File: config.mk
export PLATFORM = sky130hd
export DESIGN_NAME = frame_tx_sequencer
export DESIGN_NICKNAME = d
export VERILOG_FILES = /design/src/rtl/cam_pkg.sv /design/src/rtl/vs_edge_sync.sv /design/src/rtl/frame_tx_sequencer.sv
export SDC_FILE = /design/constraint.sdc
export NUM_CORES = 1
export LEC_CHECK = 0
export BUFFER_PORTS_ARGS = -buffer_cell sky130_fd_sc_hd__buf_2
export CORE_MARGIN = 5
export CORE_UTILIZATION = 35
export DETAILED_ROUTE_END_ITERATION = 10
export MAX_ROUTING_LAYER = met4
export PLACE_DENSITY = 0.51
export SLEW_MARGIN = 0
export SYNTH_ARGS = -nofsm -noshare
export SYNTH_HDL_FRONTEND = slang
export SYNTH_HIERARCHICAL = 1
export SYNTH_SLANG_ARGS = --single-unit
export TNS_END_PERCENT = 50
File: constraint.sdc
create_clock -name Clk -period 2.1 [get_ports Clk]
set_input_delay 0.21 -clock Clk [delete_from_list [all_inputs] [get_ports Clk]]
set_output_delay 0.21 -clock Clk [all_outputs]
set_load 0.01 [all_outputs]
File: src/rtl/cam_pkg.sv
// -----------------------------------------------------------------------------
// cam_pkg
// Shared definitions for the camera frame transmit path: the sequencer state
// encoding, default timing constants and the per-state status flags.
// -----------------------------------------------------------------------------
package cam_pkg;

    // Default timing and sizing constants.
    localparam int DEF_ADDR_W          = 15;
    localparam int DEF_BYTES_PER_FRAME = 6144;
    localparam int DEF_PRE_DELAY_CLKS  = 108500;
    localparam int DEF_GAP_CLKS        = 1085;
    localparam int DEF_RD_LAT          = 1;
    localparam int DEF_CNT_W           = 21;

    typedef enum logic [2:0] {
        ST_IDLE,
        ST_ARM,
        ST_PRE,
        ST_FETCH,
        ST_SEND,
        ST_GAP,
        ST_POST
    } state_t;

    // Status flags that depend only on which state the sequencer is in.
    typedef struct packed {
        logic cam_en;
        logic frame_ind;
        logic busy;
    } status_t;

    // The camera may refill RAM only while waiting for a frame to begin.
    function automatic status_t state_status(input state_t st);
        status_t s;
        logic    waiting;
        waiting     = (st == ST_IDLE) || (st == ST_ARM);
        s.cam_en    = waiting;
        s.frame_ind = waiting;
        s.busy      = !waiting;
        return s;
    endfunction

endpackage

File: src/rtl/vs_edge_sync.sv
// -----------------------------------------------------------------------------
// vs_edge_sync
// Two-flop synchroniser for the camera vertical sync plus an edge detector on
// the synchronised value. Rise/fall are visible three clocks after the raw
// input changes.
//
// Ports:
//   Clk      in  system clock
//   i_Rst_n  in  asynchronous active-low reset
//   i_VS     in  raw vertical sync (asynchronous to Clk)
//   o_Rise   out one-clock pulse on a synchronised 0->1 transition
//   o_Fall   out one-clock pulse on a synchronised 1->0 transition
//   o_Level  out synchronised level
// -----------------------------------------------------------------------------
module vs_edge_sync (
    input  logic Clk,
    input  logic i_Rst_n,
    input  logic i_VS,
    output logic o_Rise,
    output logic o_Fall,
    output logic o_Level
);

    logic r_meta;
    logic r_sync;
    logic r_prev;

    // NOTE: flops are updated with non-blocking assignments so every stage
    // samples the value its predecessor held before this edge; blocking
    // assignments would collapse the chain into a single flop.
    always_ff @(posedge Clk or negedge i_Rst_n) begin
        if (!i_Rst_n) begin
            r_meta <= 1'b0;
            r_sync <= 1'b0;
            r_prev <= 1'b0;
        end else begin
            r_meta <= i_VS;
            r_sync <= r_meta;
            r_prev <= r_sync;
        end
    end

    assign o_Rise  = r_sync & ~r_prev;
    assign o_Fall  = ~r_sync & r_prev;
    assign o_Level = r_sync;

endmodule

File: src/rtl/frame_tx_sequencer.sv
// -----------------------------------------------------------------------------
// frame_tx_sequencer
// Walks a captured frame out of RAM one byte at a time into a UART
// transmitter. After a VS rise it waits PRE_DELAY_CLKS, then for each address
// waits RD_LAT for RAM data, pulses o_Tx_Start, waits for i_Tx_Done and idles
// GAP_CLKS before the next byte. Continuous mode re-arms every frame;
// single-shot mode needs an i_Start in IDLE for each frame.
//
// Ports:
//   Clk          in  system clock
//   i_Rst_n      in  asynchronous active-low reset
//   i_VS         in  camera vertical sync (asynchronous)
//   i_Mode       in  0 = continuous, 1 = single-shot
//   i_Start      in  single-shot arm pulse (only honoured in IDLE)
//   i_Tx_Done    in  transmitter byte-complete pulse (only honoured in SEND)
//   o_Tx_Start   out one-clock transmitter launch pulse
//   o_Rd_Addr    out RAM read address
//   o_Cam_En     out camera writer may fill RAM
//   o_Frame_Ind  out waiting for a frame to start
//   o_Busy       out frame transfer in progress (not IDLE/ARM)
//   o_Frame_Cnt  out completed frames, wraps at 2^16
// -----------------------------------------------------------------------------
module frame_tx_sequencer
    import cam_pkg::*;
#(
    parameter int ADDR_W          = DEF_ADDR_W,
    parameter int BYTES_PER_FRAME = DEF_BYTES_PER_FRAME,
    parameter int PRE_DELAY_CLKS  = DEF_PRE_DELAY_CLKS,
    parameter int GAP_CLKS        = DEF_GAP_CLKS,
    parameter int RD_LAT          = DEF_RD_LAT,
    parameter int CNT_W           = DEF_CNT_W
) (
    input  logic              Clk,
    input  logic              i_Rst_n,
    input  logic              i_VS,
    input  logic              i_Mode,
    input  logic              i_Start,
    input  logic              i_Tx_Done,
    output logic              o_Tx_Start,
    output logic [ADDR_W-1:0] o_Rd_Addr,
    output logic              o_Cam_En,
    output logic              o_Frame_Ind,
    output logic              o_Busy,
    output logic [15:0]       o_Frame_Cnt
);

    // Terminal counts: each wait ends on the clock its counter reaches N-1.
    localparam logic [CNT_W-1:0]  PRE_LAST   = CNT_W'(PRE_DELAY_CLKS - 1);
    localparam logic [CNT_W-1:0]  GAP_LAST   = CNT_W'(GAP_CLKS - 1);
    localparam logic [CNT_W-1:0]  FETCH_LAST = CNT_W'(RD_LAT - 1);
    localparam logic [ADDR_W-1:0] LAST_ADDR  = ADDR_W'(BYTES_PER_FRAME - 1);

    logic w_vs_rise;
    logic w_vs_fall;
    logic w_vs_level;

    state_t            r_state;
    logic [CNT_W-1:0]  r_cnt;
    logic              r_tx_start;
    logic [ADDR_W-1:0] r_rd_addr;
    status_t           r_status;
    logic [15:0]       r_frame_cnt;

    vs_edge_sync u_vs_edge_sync (
        .Clk     (Clk),
        .i_Rst_n (i_Rst_n),
        .i_VS    (i_VS),
        .o_Rise  (w_vs_rise),
        .o_Fall  (w_vs_fall),
        .o_Level (w_vs_level)
    );

    // Status flags only change on the ARM->PRE and POST->IDLE/ARM transitions,
    // so they are registered right alongside the state there.
    always_ff @(posedge Clk or negedge i_Rst_n) begin
        if (!i_Rst_n) begin
            r_state     <= ST_IDLE;
            r_cnt       <= '0;
            r_tx_start  <= 1'b0;
            r_rd_addr   <= '0;
            r_status    <= state_status(ST_IDLE);
            r_frame_cnt <= '0;
        end else begin
            // Default low makes o_Tx_Start a single-clock pulse.
            r_tx_start <= 1'b0;
            case (r_state)
                ST_IDLE: begin
                    if (!i_Mode || i_Start) begin
                        r_state <= ST_ARM;
                    end
                end
                ST_ARM: begin
                    if (w_vs_rise) begin
                        r_state  <= ST_PRE;
                        r_status <= state_status(ST_PRE);
                        r_cnt    <= '0;
                    end
                end
                ST_PRE: begin
                    if (r_cnt == PRE_LAST) begin
                        r_state   <= ST_FETCH;
                        r_rd_addr <= '0;
                        r_cnt     <= '0;
                    end else begin
                        r_cnt <= r_cnt + 1'b1;
                    end
                end
                ST_FETCH: begin
                    // Give the RAM RD_LAT clocks to present data at the new address.
                    if (r_cnt == FETCH_LAST) begin
                        r_tx_start <= 1'b1;
                        r_state    <= ST_SEND;
                        r_cnt      <= '0;
                    end else begin
                        r_cnt <= r_cnt + 1'b1;
                    end
                end
                ST_SEND: begin
                    if (i_Tx_Done) begin
                        r_state <= ST_GAP;
                        r_cnt   <= '0;
                    end
                end
                ST_GAP: begin
                    if (r_cnt == GAP_LAST) begin
                        r_cnt <= '0;
                        if (r_rd_addr != LAST_ADDR) begin
                            r_rd_addr <= r_rd_addr + 1'b1;
                            r_state   <= ST_FETCH;
                        end else begin
                            r_rd_addr   <= '0;
                            r_frame_cnt <= r_frame_cnt + 16'd1;
                            r_state     <= ST_POST;
                        end
                    end else begin
                        r_cnt <= r_cnt + 1'b1;
                    end
                end
                ST_POST: begin
                    // Leave on the VS fall, or at once if VS is already low.
                    if (w_vs_fall || !w_vs_level) begin
                        r_state  <= i_Mode ? ST_IDLE : ST_ARM;
                        r_status <= state_status(ST_IDLE);
                    end
                end
                default: begin
                    r_state  <= ST_IDLE;
                    r_status <= state_status(ST_IDLE);
                end
            endcase
        end
    end

    assign o_Tx_Start  = r_tx_start;
    assign o_Rd_Addr   = r_rd_addr;
    assign o_Cam_En    = r_status.cam_en;
    assign o_Frame_Ind = r_status.frame_ind;
    assign o_Busy      = r_status.busy;
    assign o_Frame_Cnt = r_frame_cnt;

endmodule

# Word level (Yosys, flattened, before mapping)
# Cells that the tools add are included.
dict set report totals {
  ff_bits 62
  input_bits 6
  output_inout_bits 35
}
dict set report op_classes {
  n_addsub 3
  n_bitwise 6
  n_eq_ne 16
  reduce_logical 14
  n_mux 25
}
# cell n
set ops {}
lappend ops {{$mux W21} 5}
lappend ops {{$pmux W21 S5} 1}
lappend ops {{$mux W15} 3}
lappend ops {{$mux W3} 10}
lappend ops {{$pmux W15 S2} 1}
lappend ops {{$add A21 B1 Y21 const B} 1}
lappend ops {{$eq A21 B11 Y1 const B} 1}
lappend ops {{$eq A21 B17 Y1 const B} 1}
lappend ops {{$logic_not A21 Y1} 1}
lappend ops {{$pmux W3 S7} 1}
lappend ops {{$add A16 B1 Y16 const B} 1}
lappend ops {{$add A15 B1 Y15 const B} 1}
lappend ops {{$ne A15 B13 Y1 const B} 1}
lappend ops {{$ne A2 B2 Y1 const B} 6}
lappend ops {{$reduce_and A3 Y1} 4}
lappend ops {{$eq A3 B3 Y1 const B} 3}
lappend ops {{$pmux W3 S3} 1}
lappend ops {{$reduce_and A7 Y1} 1}
lappend ops {{$eq A3 B2 Y1 const B} 2}
lappend ops {{$reduce_bool A5 Y1} 1}
lappend ops {{$reduce_or A5 Y1} 1}
lappend ops {{$not A1 Y1} 4}
lappend ops {{$eq A3 B1 Y1 const B} 1}
lappend ops {{$logic_not A3 Y1} 1}
lappend ops {{6 further kinds} 11}

# Logic depth before layout (Yosys ltp)
# Gate-level depths: netlist of the first run.
dict set report logic_depth {
  depth_word 5
  mapped_depth 9
  ltp_nobuf 8
}

# Cells and area by module
# The synthesis of the first run kept the hierarchy.
# mod cells_per_inst area_each_um2 n_inst
set modules_own_cells {}
lappend modules_own_cells {frame_tx_sequencer 337 3106.7 1}
lappend modules_own_cells {vs_edge_sync 5 90.1 1}

# Worst setup path after synthesis of the first run
# No wires, ideal clock.
dict set report synth_path {
  path_type {flip-flop to flip-flop}
  start {reg r_rd_addr[0] (netlist: o_Rd_Addr[0])}
  end {reg r_frame_cnt[15] (netlist: o_Frame_Cnt[15])}
  path_stages_with_launch 9
  required_ps 2021
  arrival_time_ps 2152
  path_slack_ps -132
  setup_ps 79
  path_cell_list {dfrtp_1 > ha_1 > nand3_1 > nor4_4 > and4_1 > clkbuf_1 > nand4_1 > nor3_1 > xor2_1}
}
dict set report synth_via {
  elab_chain_cells 3
}
# element line_no
set synth_rtl {}
lappend synth_rtl {{start, declared} frame_tx_sequencer.sv:60} ;# logic [ADDR_W-1:0] r_rd_addr;
lappend synth_rtl {{start signal, assigned} frame_tx_sequencer.sv:128} ;# r_rd_addr <= r_rd_addr + 1'b1;
lappend synth_rtl {{$ne A15 B13 Y1} frame_tx_sequencer.sv:127} ;# if (r_rd_addr != LAST_ADDR) begin
lappend synth_rtl {{$not A1 Y1 (no line)} --}
lappend synth_rtl {{$reduce_and A3 Y1 (no line)} --}
lappend synth_rtl {{end signal, assigned} frame_tx_sequencer.sv:132} ;# r_frame_cnt <= r_frame_cnt + 16'd1;
lappend synth_rtl {{end, declared} frame_tx_sequencer.sv:62} ;# logic [15:0] r_frame_cnt;
# Every way passes these cells.
# A chain may end at the register's enable or synchronous reset.

# Final worst setup path of the first run
dict set report layout_path {
  start {reg r_cnt[17]}
  end {reg r_frame_cnt[9] (netlist: o_Frame_Cnt[9])}
}
dict set report layout_via {
  elab_chain_cells 2
}
# element line_no
set layout_rtl {}
lappend layout_rtl {{start, declared} frame_tx_sequencer.sv:58} ;# logic [CNT_W-1:0] r_cnt;
lappend layout_rtl {{start signal, assigned} frame_tx_sequencer.sv:105} ;# r_cnt <= r_cnt + 1'b1;
lappend layout_rtl {{start signal, assigned} frame_tx_sequencer.sv:115} ;# r_cnt <= r_cnt + 1'b1;
lappend layout_rtl {{start signal, assigned} frame_tx_sequencer.sv:136} ;# r_cnt <= r_cnt + 1'b1;
lappend layout_rtl {{$eq A21 B11 Y1} frame_tx_sequencer.sv:125} ;# if (r_cnt == GAP_LAST) begin
lappend layout_rtl {{$reduce_and A3 Y1 (no line)} --}
# Every way passes these cells.

==> impl_metrics.py, run 1 <==
metrics = {
    "critical_path": {
        "arrival_ns": 2.41,
        "critical_path_class": "reg2reg",
        "critical_path_buf_inv_count": 3,
        "r2r-end": "o_Frame_Cnt[9]$_DFFE_PN0P_",
        "crit_path_start_kind": "flip-flop",
        "r2r-start": "r_cnt[17]$_DFFE_PN0P_",
        "crit_chain": "nor4_4 -> nand4_1 -> buf_4 -> nor3_4 -> buf_6 -> nand4_1 -> buf_4 -> xnor2_2",
        "crit_slowest_cell": "dfrtp_1",
        "cp_top_family": "simple AND/OR/NAND/NOR gates",
        "cp-end-kind": "flip-flop",
        "rrSetupSlack_ns": -0.08,
        "crit_fanout": 4,
        "critPathRequiredTime_ns": 2.33,
        "reg2reg_depth": 8,
        "cpPeakStageDelay_ns": 0.41,
    },
    "cells_and_area": {
        "postLayoutCellArea_sq_mm": 0.00432,
        "regArea_sq_mm": 0.00153,
        "drive_gt1_share_pct": 33.2,
        "area_growth_pct": 35.0,
        "multi_input_area_sq_mm": 0.00173,
        "final_nets": 457,
        "antenna-diode-count": 0,
        "fillers": 859,
    },
    "yosys": {
        "synth_most_common_cell": "dfrtp_1",
        "yosysTopAreaCellShare_pct": 47.0,
        "yosys_most_used_dff": "dfrtp_1",
        "syn-cell-area_sq_mm": 0.00320,
        "synth_cell_types": 51,
        "syn-num-nets": 352,
        "yosys-top-cells-count": "dfrtp_1, nor2_1, nand2_1, o21ai_0, xor2_1",
        "synth_edf_count": 0,
        "synth_seq_cells": 61,
        "synth_largest_area_cell": "dfrtp_1",
        "yosysSeqAreaShare_pct": 47.8,
        "synth.area.top_cells": "dfrtp_1, xor2_1, nor2_1",
        "async_flop_share_pct": 100,
        "syn_inst": 342,
        "yosys_warnings": 6,
        "post_synth.cell_area_avg_sq_um": 9.35,
    },
    "routing": {
        "antenna_left": 0,
        "wl_per_cell_um": 13.6,
        "remaining_drc_errors": 0,
        "first_pass_iters": 4,
        "vias": 2809,
        "viasPerCell": 5.02,
        "drt_iter0_drc": 71,
        "wl_um": 7620,
    },
    "placed_design": {
        "dp_hpwl_um": 5510,
        "place_area_sq_mm": 0.00390,
        "dpl_worst_slack_ns": -0.336,
        "port_buffers": 40,
        "gp_congestion": 0.800,
    },
    "min_path": {
        "hold_path.class": "in2reg",
        "hold_end": "r_state[0]$_DFFE_PN0P_",
        "hold_depth": 3,
        "hp-start": "i_Mode",
    },
    "timing": {
        "layout_setup_ws_ns": -0.0840,
        "rsz0062_at_grt": "yes",
        "slew_viol_final": 0,
        "period_needed_ns": 2.18,
        "finalSetupViolCount": 42,
        "hold_viol": 0,
        "worstMarginPinSlew_ns": 0.747,
        "fmax_mhz": 458,
        "fin_skew_ns": 0.0117,
        "post-route-period-util_pct": 104,
        "fin_setup_tns_ns": -1.28,
        "whs_ns": 0.283,
        "relSlewSlack_pct": 50.2,
    },
    "floorplan": {
        "io_pins": 41,
        "std_cell_rows": 34,
        "die_x_um": 106,
        "die_h_um": 106,
        "start_util_pct": 36.3,
        "core_area_sq_mm": 0.00881,
        "die-area_sq_mm": 0.0111,
    },
    "clock_tree": {
        "path_clk_slew_ns": 0.07,
        "cts_root_buffer": "clkbuf_8",
        "clk-insertion-delay-late_ns": 0.34,
        "numClockSinks": 61,
        "clock_path_buffers": 2,
        "numCtsBuffers": 9,
        "cts_tree": "built",
        "h-tree-depth": 3,
    },
    "grt": {
        "grt_pass1_vias": 2713,
        "grt_max_degree": 25,
        "gr-total-overflow": 0,
        "grt_pass1_wl_um": 12800,
        "grt_usage_pct": 14.5,
        "antenna_found_initial": 0,
    },
    "power_and_ir_drop": {
        "powerDensity_mw_per_mm2": 879,
        "p_seq_share_pct": 35.9,
        "p_sw_share_pct": 34.4,
        "leakage_nw": 2.10,
        "power_switching_mw": 1.31,
        "pwr-share-clk_pct": 25.1,
        "power_frac_comb_pct": 39.0,
        "p_int_mw": 2.49,
        "ir_drop_v": 0.000675,
        "finalPower_mw": 3.79,
    },
    "outcome": {
        "status": "finished, violations left",
        "violations": "setup timing",
    },
    "flow_run": {
        "maxCapViolations": 0,
    },
}
worst max-delay path by stage:
stage | startpoint | to | slack, ns | cells after the start
global route | r_cnt[1]$_DFFE_PN0P_ | o_Frame_Cnt[9]$_DFFE_PN0P_ | -0.24 | 10
finish | r_cnt[17]$_DFFE_PN0P_ | o_Frame_Cnt[9]$_DFFE_PN0P_ | -0.08 | 8
global placement | r_cnt[0]$_DFFE_PN0P_ | o_Rd_Addr[6]$_DFFE_PN0P_ | -0.23 | 9
detailed placement | r_cnt[0]$_DFFE_PN0P_ | o_Rd_Addr[13]$_DFFE_PN0P_ | -0.34 | 9
CTS | r_cnt[0]$_DFFE_PN0P_ | r_state[1]$_DFFE_PN0P_ | -0.09 | 9
floorplan | r_cnt[0]$_DFFE_PN0P_ | r_cnt[4]$_DFFE_PN0P_ | 0.009 | 9
worst min-delay path: stages:
cell and delay [ns]:
buf_2 0.09, a211oi_1 0.06, a211o_1 0.21
registers in the layout, summed over array words and instances, names as in the netlist:
| register | cells |
|---|---|
| o_Busy | 1 |
| u_vs_edge_sync/r_prev | 1 |
| r_cnt | 21 |
| u_vs_edge_sync/r_meta | 1 |
| o_Rd_Addr | 15 |
| u_vs_edge_sync/o_Level | 1 |
| r_state | 3 |
| o_Tx_Start | 1 |
| o_Frame_Cnt | 16 |
| o_Cam_En | 1 |
repair_timing:
action | in CTS | in global routing
hold buffers | 2 | 0
hold endpoints to repair | 23 | 0
gates resized for setup | 14 | 22
setup buffers | 0 | 8
endpoints found under the setup margin | 53 | 51
pin swaps | 5 | 11
stage by stage:
step | util (%) | cells
3_5_place_dp | 44.3 | 534
2_1_floorplan | - | 342
3_3_place_gp | 44.3 | 534
4_1_cts | 47.4 | 552
5_1_grt | 49.0 | 560
6_report | 49.0 | 560
final cells by class:
cell class | instances | area share [%]
well taps | 108 | 3.13
repair buffers | 106 | 16.6
multi-input cells | 261 | 40.0
flip-flops and latches | 61 | 35.4
clock inverters | 3 | 0.464
inverters | 8 | 0.696
clock buffers | 13 | 3.68
kinds of logic (layout without fill, tap and decap cells):
logic type / Yosys count / in the layout / share of synthesized area [%]
AND/OR/NAND/NOR: 165 / 165 / 27.3
AO/OA/AOI/OAI: 62 / 62 / 12.3
flip-flops: 61 / 61 / 47.8
XOR/XNOR: 29 / 29 / 7.95
buffers and inverters: 20 / 130 / 2.78
adder cells (fa/ha/maj): 4 / 4 / 1.57
multiplexers: 1 / 1 / 0.352
power groups by stage:
stage | logic (mW) | registers [mW] | clock network [mW]
floorplan | 0.776 | 1.39 | 0
global placement | 1.29 | 1.38 | 0
detailed placement | 1.30 | 1.38 | 0
CTS | 1.39 | 1.36 | 0.998
global route | 1.66 | 1.37 | 1.05
finish | 1.48 | 1.36 | 0.951
metal layers:
metal	up-vias	global-route usage, %	wire [um]
li1	1428	-	-
met1	1328	17.8	3580
met2	46	23.1	3660
met3	7	4.34	312
met4	0	4.44	71
met5	-	-	0
placed cells by master, fill, tap and decap left out, drive strengths merged, types with 2 or more instances in the layout:
cell type	instances
o31a	2
xor2	19
clkinvlp	2
clkbuf	13
nor2	42
inv	8
nand2b	6
and3	7
nand2	34
o31ai	10
or3	3
dfrtp	60
o21ai	27
and2	4
a31oi	4
ha	4
nand4	16
nand3	19
and4	2
nor3b	2
nor4	6
a211oi	2
dlygate4sd3	2
nor3	9
a21oi	9
xnor2	10
nor2b	8
buf	104
nor4b	2
(Power assumes the default switching activity.)
==> inputs of run 2 (changes only) <==
--- a/config.mk
+++ b/config.mk
@@ -7,10 +7,10 @@
 export LEC_CHECK = 0
 export BUFFER_PORTS_ARGS = -buffer_cell sky130_fd_sc_hd__buf_2
 export CORE_MARGIN = 5
-export CORE_UTILIZATION = 35
+export CORE_UTILIZATION = 52
 export DETAILED_ROUTE_END_ITERATION = 10
 export MAX_ROUTING_LAYER = met4
-export PLACE_DENSITY = 0.51
+export PLACE_DENSITY = 0.83
 export SLEW_MARGIN = 0
 export SYNTH_ARGS = -nofsm -noshare
 export SYNTH_HDL_FRONTEND = slang
==> run 2 against run 1 <==
The flow still finishes with violations (setup timing). Critical endpoint is now r_state[0]$_DFFE_PN0P_. Total power grew 5.3%. Count of clock-buffer cells in the layout is the same. Clock skew grew 0.0094 ns. Register-to-register slack lost 0.16 ns. Global-route usage grew 8.2 points. Routed wire length grew 34%. Via count grew 13%. Sequential power is essentially flat.
==> impl_metrics.py, run 2 (same netlist as run 1, synthesis figures left out) <==
metrics = {
    "cells_and_area": {
        "final_nets": 454,
        "largest_register_ffs": 21,
        "multi_input_area_sq_mm": 0.00192,
        "drive_gt1_share_pct": 38.1,
        "final_cell_mix": "dfrtp_1, buf_4, buf_2, nor2_1, nand2_1",
        "regArea_sq_mm": 0.00153,
        "fillers": 354,
        "area_growth_pct": 39.9,
        "utilization_pct": 75.1,
        "regMostFlops": "r_cnt",
        "final_common_cell": "dfrtp_1",
        "antenna-diode-count": 0,
    },
    "critical_path": {
        "arrival_ns": 2.58,
        "crit_fanout": 7,
        "crit_path_start_kind": "flip-flop",
        "cp-end-kind": "flip-flop",
        "critical_path_class": "reg2reg",
        "r2r-start": "r_cnt[17]$_DFFE_PN0P_",
        "startpoint": "r_cnt[17]$_DFFE_PN0P_",
        "cpPeakStageDelay_ns": 0.46,
        "crit_chain": "nor4_4 -> nand4_1 -> buf_4 -> o41ai_4 -> nand4_1 -> buf_6 -> a211o_1",
        "path_common_cell": "nand4_1",
        "critPathRequiredTime_ns": 2.34,
        "crit_slowest_cell": "o41ai_4",
    },
    "clock_tree": {
        "h-tree-depth": 3,
        "path_clk_slew_ns": 0.06,
        "numClockSinks": 61,
        "numCtsBuffers": 9,
        "cts_tree": "built",
        "clock_path_buffers": 2,
        "cts_root_buffer": "clkbuf_8",
        "clk-insertion-delay-late_ns": 0.37,
    },
    "grt": {
        "grt_pass1_wl_um": 13400,
        "grt_pass1_vias": 2910,
        "grt_usage_pct": 22.7,
        "gr-total-overflow": 0,
        "antenna_found_initial": 0,
        "grt_max_degree": 41,
    },
    "min_path": {
        "hp-start": "i_Mode",
        "hold_path.class": "in2reg",
    },
    "floorplan": {
        "die_x_um": 88.4,
        "io_pins": 41,
        "std_cell_rows": 28,
        "die-area_sq_mm": 0.00782,
        "core_area_sq_mm": 0.00596,
        "start_util_pct": 53.7,
        "die_h_um": 88.4,
    },
    "outcome": {
        "status": "finished, violations left",
        "violations": "setup timing",
    },
    "routing": {
        "first_pass_iters": 5,
        "remaining_drc_errors": 0,
        "antenna_left": 0,
        "viasPerCell": 6.08,
        "wl_per_cell_um": 19.4,
        "drt_iter0_drc": 259,
        "vias": 3188,
        "wl_um": 10200,
    },
    "timing": {
        "slew_viol_final": 0,
        "whs_ns": 0.313,
        "fin_skew_ns": 0.0211,
        "finalSetupViolCount": 44,
        "hold_viol": 0,
        "rsz0062_at_grt": "yes",
        "worstMarginPinSlew_ns": 0.640,
        "fmax_mhz": 427,
        "post-route-period-util_pct": 112,
        "period_needed_ns": 2.34,
        "relSlewSlack_pct": 57.2,
        "layout_setup_ws_ns": -0.243,
    },
    "placed_design": {
        "dpl_worst_slack_ns": -0.202,
        "dp_hpwl_um": 5330,
        "gp_congestion": 0.940,
        "port_buffers": 40,
    },
    "power_and_ir_drop": {
        "leakage_nw": 2.13,
        "powerDensity_mw_per_mm2": 894,
        "finalPower_mw": 4.00,
        "ir_drop_v": 0.000734,
    },
    "flow_run": {
        "maxCapViolations": 0,
    },
}
run 2: final timing paths:
check	to	slack (ns)	cells after the start
worst max-delay path	r_state[0]$_DFFE_PN0P_	-0.24	7
worst min-delay path	r_state[0]$_DFFE_PN0P_	0.31	3
worst max register to register	r_state[0]$_DFFE_PN0P_	-0.24	7
worst min register to register	u_vs_edge_sync/o_Level$_DFF_PN0_	0.36	0
max in group asynchronous	r_cnt[14]$_DFFE_PN0P_	1.12	3
min in group asynchronous	o_Rd_Addr[3]$_DFFE_PN0P_	0.35	2
run 2: timing repair:
item                                    CTS  global route
hold buffers                              2             0
endpoints found under the setup margin   48            54
gates cloned                              1             1
setup buffers                             3             6
resized for setup                        20            81
hold endpoints to repair                 21             0
pin swaps                                 9            24
run 2: critical path: cells and delay by family (launching register included):
family                 cells  cell delay (ns)
AND/OR/NAND/NOR            3             0.73
flip-flops                 1             0.41
AO/OA/AOI/OAI              2             0.71
buffers and inverters      2             0.39
run 2: stage by stage:
step	setup TNS [ns]	cells	instance area [sq um]
finish	-5.36	524	4470
CTS	-0.113	517	4140
global route	-8.53	524	4470
global placement	-0.233	495	3830
detailed placement	-3.88	495	3830
floorplan	0	342	3200
run 2: layer usage:
metal / GRT usage, % / up-vias / share of wire, %
met1: 27.3 / 1548 / 38
met5: - / - / 0
met2: 36.2 / 175 / 50
li1: - / 1415 / -
met3: 5.03 / 50 / 7.0
met4: 10.6 / 0 / 4.9
run 2: final cells by class:
type | instances | area share, %
multi-input combinational | 261 | 43.0
sequential | 61 | 34.2
timing repair buffer | 103 | 16.1
clock buffer | 13 | 3.55
tap | 75 | 2.10
inverter | 8 | 0.671
clock inverter | 3 | 0.448
run 2: report_power, final:
part	internal [mW]	switching [mW]
clock	0.492	0.486
sequential	1.28	0.0880
combinational	0.746	0.904
